--- src/rtl/mips_pkg.sv ---
// Shared MIPS pipeline definitions: word width, PCsrc encoding, NOP word,
// and the IF/ID pipeline register payload.
package mips_pkg;

   localparam int WORD_W = 32;

   // PCsrc encoding returned by the control unit (3 is reserved, treated as sequential)
   localparam logic [1:0] PC_SEQ = 2'd0;
   localparam logic [1:0] PC_BR  = 2'd1;
   localparam logic [1:0] PC_J   = 2'd2;

   // sll $0,$0,0
   localparam logic [WORD_W-1:0] NOP_WORD = 32'h0000_0000;

   typedef struct packed {
      logic [WORD_W-1:0] instr;
      logic [WORD_W-1:0] pc4;
      logic              valid;
   } ifid_t;

endpackage

--- src/rtl/if_id_reg.sv ---
// IF/ID pipeline register with hold (stall) and flush (bubble insert).
// Reset and flush both load a bubble; hold has priority over flush.
module if_id_reg
   import mips_pkg::*;
#(
   parameter logic [WORD_W-1:0] NOP_INSTR = NOP_WORD
) (
   input  logic  clk,
   input  logic  rst,
   input  logic  hold,
   input  logic  flush,
   input  ifid_t d,
   output ifid_t q
);

   ifid_t q_d, q_q, bubble;

   // Next register contents: hold, then flush to a bubble, else load
   always_comb begin
      bubble.instr = NOP_INSTR;
      bubble.pc4   = '0;
      bubble.valid = 1'b0;
      q_d = q_q;
      if (!hold) begin
         if (flush) q_d = bubble;
         else       q_d = d;
      end
   end

   // Register with synchronous reset to a bubble
   always_ff @(posedge clk) begin
      if (rst) q_q <= bubble;
      else     q_q <= q_d;
   end

   assign q = q_q;

endmodule

--- src/rtl/fetch_stage.sv ---
// IF stage of the 5-stage MIPS pipeline: PC register, PC+4 adder, next-PC mux
// and the IF/ID register. A taken branch/jump costs exactly one bubble.
// Optional macro FETCH_STATS_EN adds fetch/stall/flush event counters.
module fetch_stage
   import mips_pkg::*;
#(
   parameter logic [WORD_W-1:0] RESET_PC  = 32'h0000_0000,
   parameter logic [WORD_W-1:0] NOP_INSTR = NOP_WORD
) (
   input  logic              clk,
   input  logic              rst,
   input  logic              stall,
   input  logic [1:0]        PCsrc,
   input  logic [WORD_W-1:0] branchAddr,
   input  logic [WORD_W-1:0] jumpAddr,
   output logic [WORD_W-1:0] imemAddr,
   input  logic [WORD_W-1:0] imemData,
   output logic [WORD_W-1:0] pc,
   output logic [WORD_W-1:0] ifid_instr,
   output logic [WORD_W-1:0] ifid_pc4,
   output logic              ifid_valid
`ifdef FETCH_STATS_EN
   ,
   output logic [31:0]       fetchCount,
   output logic [31:0]       stallCount,
   output logic [31:0]       flushCount
`endif
);

   logic [WORD_W-1:0] pc_d, pc_q, pc4;
   logic              redirect, advance;
   ifid_t             fetch_word, ifid;

   // Wraps modulo 2^32
   assign pc4      = pc_q + 32'd4;
   assign imemAddr = pc_q;
   assign pc       = pc_q;

   // Next-PC mux: stall holds and ignores PCsrc; reserved code 3 falls through to PC+4
   always_comb begin
      pc_d     = pc_q;
      redirect = 1'b0;
      advance  = 1'b0;
      if (!stall) begin
         case (PCsrc)
            PC_BR: begin
               pc_d     = branchAddr;
               redirect = 1'b1;
            end
            PC_J: begin
               pc_d     = jumpAddr;
               redirect = 1'b1;
            end
            default: begin
               pc_d    = pc4;
               advance = 1'b1;
            end
         endcase
      end
   end

   // PC register
   always_ff @(posedge clk) begin
      if (rst) pc_q <= RESET_PC;
      else     pc_q <= pc_d;
   end

   // Payload captured into IF/ID on a sequential advance
   always_comb begin
      fetch_word.instr = imemData;
      fetch_word.pc4   = pc4;
      fetch_word.valid = 1'b1;
   end

   if_id_reg #(.NOP_INSTR(NOP_INSTR)) u_ifid (
      .clk   (clk),
      .rst   (rst),
      .hold  (stall),
      .flush (redirect),
      .d     (fetch_word),
      .q     (ifid)
   );

   assign ifid_instr = ifid.instr;
   assign ifid_pc4   = ifid.pc4;
   assign ifid_valid = ifid.valid;

`ifdef FETCH_STATS_EN
   logic [31:0] fetch_cnt_d, fetch_cnt_q;
   logic [31:0] stall_cnt_d, stall_cnt_q;
   logic [31:0] flush_cnt_d, flush_cnt_q;

   // Event counters, free-running with natural wrap
   always_comb begin
      fetch_cnt_d = fetch_cnt_q + {31'd0, advance};
      stall_cnt_d = stall_cnt_q + {31'd0, stall};
      flush_cnt_d = flush_cnt_q + {31'd0, redirect};
   end

   // Counter registers
   always_ff @(posedge clk) begin
      if (rst) begin
         fetch_cnt_q <= '0;
         stall_cnt_q <= '0;
         flush_cnt_q <= '0;
      end else begin
         fetch_cnt_q <= fetch_cnt_d;
         stall_cnt_q <= stall_cnt_d;
         flush_cnt_q <= flush_cnt_d;
      end
   end

   assign fetchCount = fetch_cnt_q;
   assign stallCount = stall_cnt_q;
   assign flushCount = flush_cnt_q;
`endif

endmodule
--- config.mk ---
export PLATFORM = sky130hd
export DESIGN_NAME = fetch_stage
export DESIGN_NICKNAME = d
export VERILOG_FILES = /design/src/rtl/mips_pkg.sv /design/src/rtl/if_id_reg.sv /design/src/rtl/fetch_stage.sv
export SDC_FILE = /design/constraint.sdc
export NUM_CORES = 1
export LEC_CHECK = 0
export CAP_MARGIN = 40
export CORE_MARGIN = 2
export CORE_UTILIZATION = 42
export DETAILED_ROUTE_END_ITERATION = 16
export PLACE_DENSITY = 0.82
export SETUP_SLACK_MARGIN = 0.15
export SYNTH_ARGS = -nofsm -noshare
export SYNTH_HDL_FRONTEND = slang
export SYNTH_SLANG_ARGS = --single-unit
export TNS_END_PERCENT = 100
--- constraint.sdc ---
create_clock -name clk -period 2.83 [get_ports clk]
set_input_delay 0.849 -clock clk [delete_from_list [all_inputs] [get_ports clk]]
set_output_delay 0.849 -clock clk [all_outputs]
set_load 0.03 [all_outputs]
==> impl_metrics.toml <==
[floorplan]
start_util_pct = 42.9
coreArea_um2 = 11400
die_w_um = 112
fp-row-count = 39
ios = 230
dieArea_um2 = 12500
die_h_um = 112

[sta]
maxSlewHeadroom_pct = 55.8
setup-tns-final_ns = 0
min_period_ns = 2.54
grt_setup_unrepaired = "no"
finalHoldViolCount = 0
tightestPinTransition_ns = 0.657
slew_violations = 0
finalSetupViolations = 0
skew_ns = 0.00892
fmax_mhz = 394
fin_crit_sh_pct = 89.7

[grt]
antenna_found_initial = 0
overflow = 0
grt_max_degree = 59
grt_pass1_wl_um = 26000
grt_pass1_vias = 5042
track_usage_pct = 25.3

[worst_setup_path]
cp_top_family = "buffers and inverters"
cp_data_arrival_time_ns = 1.69
regToRegEndpoint = "imemAddr[24]"
cp_data_required_time_ns = 1.98
r2r_start = "imemAddr[2]"
path_class = "reg -> out"
ff2ff_path_depth = 6
rrSetupSlack_ns = 0.43
setup.worst_path.end_class = "output pin"
path_cells = "clkdlybuf4s50_1"
cp-start-kind = "register"
crit_fanout = 9
path_buf_inv = 1
critPathMaxStageDelay_ns = 0.76
crit_slowest_cell = "clkdlybuf4s50_1"

[clock_network]
ctsHoldBuffers = 0
postCtsSetupBuffers = 0
cts_resized = 0
clk_path_buf_depth = 2
cts_num_sinks = 97
clock_latency_ns = 0.34
cts_root_buffer = "clkbuf_16"
cts_made_buffers = 9
clk_pin_slew_ns = 0.07
cts_tree = "done"
cts_max_level = 3

[yosys]
synth_area_leaders = "dfxtp_1 40%, a22oi_1 10%, a22o_1 6.5%"
ys_seq_area_share_pct = 39.8
ys_types = 49
netlist_top_cells_count = "97 x dfxtp_1, 70 x nor2_1, 67 x a22oi_1"
netlist.area_leader.share_pct = 39.8
synth_nets = 678
post-synth-top-count-cell = "dfxtp_1"
synth_flop_cell = "dfxtp_1"
synth-edff-count = 0
synthCells = 574
netlist_area_um2 = 4880
yosysTopAreaCell = "dfxtp_1"
ys_ff_latch = 97
synth_async_sr_flop_share_pct = 0
postSynthAreaPerCell_um2 = 8.49
synth_warnings = 0

[pwr]
seq_power_share_pct = 41.9
power_density_nw_per_um2 = 480
ir_drop_uv = 302
switching_share_pct = 27.6
pwr-share-comb_pct = 21.2
power_frac_clock_pct = 36.8
netSwitchingPower_w = 0.000978
internal-power_w = 0.00257
cellLeakagePower_nw = 2.63

[placed_design]
hpwlAfterDp_um = 11800
gp_congestion = 0.912
numPortBuffers = 229
dp.cells = 883

[detailed_routing]
via_per_inst = 5.65
num_vias = 5074
wl_per_cell_um = 18.0
drt_pre_antenna_iters = 5
antenna_left = 0
wl_um = 16100
drcViolationCount = 0
drt_iter0_drc = 243

[min_path]
hold_path_depth = 2
min_to = "u_ifid.q[32]"
holdCritStartpoint = "u_ifid.q[32]"
hold_class = "reg -> reg"

[final_layout]
diodes = 0
final_cells = 898
fillers = 918
drive_above_1_share_pct = 7.02
area_growth_pct = 51.7
fin_nets = 855

[job]
cap_violations = 0

[status]
status = "complete, no violations"
worst max path at each step:
| stage | endpoint | slack (ns) | cells past startpoint | from |
|---|---|---|---|---|
| 5_1_grt | imemAddr[5] | 0.22 | 1 | imemAddr[5] |
| 4_1_cts | imemAddr[5] | 0.25 | 1 | imemAddr[5] |
| 2_1_floorplan | imemAddr[0] | 0.40 | 8 | PCsrc[0] |
| 3_5_place_dp | imemAddr[21] | 0.1 | 7 | PCsrc[0] |
| 3_3_place_gp | imemAddr[21] | 0.14 | 7 | PCsrc[0] |
| 6_report | imemAddr[5] | 0.29 | 1 | imemAddr[5] |
per-layer routing:
metal	share of wire, %	track usage [%]	vias up
met2	50	43.2	222
li1	-	-	2426
met3	8.6	7.78	23
met4	1.6	7.57	0
met1	40	30.7	2403
met5	0	0	-
area by class of cell:
class                      instances  area [µm²]  share of cell area [%]
inverter                          14        52.6                   0.710
timing repair buffer             250        2460                    33.3
clock buffer                      12         246                    3.33
clock inverter                     3        65.1                   0.880
tap                              143         179                    2.42
sequential                        97        1940                    26.3
multi-input combinational        379        2450                    33.1
logic make-up after synthesis:
family | count (synthesis) | share of synthesized area [%]
AND/OR/NAND/NOR | 175 | 18.6
buffers and inverters | 98 | 10.2
adder cells (fa/ha/maj) | 3 | 0.770
XOR/XNOR | 25 | 4.49
AO/OA/AOI/OAI | 176 | 26.1
flip-flops | 97 | 39.8
per-stage QoR:
stage / area, µm² / hold slack, ns / power [W] / setup slack [ns] / utilization, %
detailed placement: 7090 / 0.444 / 0.00227 / 0.0959 / 62.3
finish: 7400 / 0.450 / 0.00355 / 0.292 / 65.1
global placement: 7090 / 0.432 / 0.00225 / 0.143 / 62.3
CTS: 7400 / 0.454 / 0.00356 / 0.255 / 65.1
global route: 7400 / 0.469 / 0.00367 / 0.225 / 65.1
floorplan: 4880 / 0.567 / 0.00191 / 0.403 / -
registers in the layout (all words and copies together), names as in the netlist:
register,cells
imemAddr,32
u_ifid.q,65
placed cells by master (no fill, tap or decap), types with 13 or more instances in the layout:
master	Yosys	final
inv_1	14	14
clkdlybuf4s50_1	0	227
nor2_1	70	68
nand2_1	32	32
buf_4	32	19
xnor2_1	19	19
a22o_1	36	36
a22oi_1	67	67
o21ai_0	14	14
nand3_1	14	14
dfxtp_1	97	97
a21oi_1	21	21
a31oi_1	13	13
power by group through the flow:
stage,Clock [W],Combinational [W],Sequential (W)
floorplan,0,0.000322,0.00159
global placement,0,0.000740,0.00151
detailed placement,0,0.000753,0.00152
CTS,0.00132,0.000756,0.00149
global route,0.00138,0.000803,0.00150
finish,0.00131,0.000754,0.00149
Power figures use the tool's default switching activity.
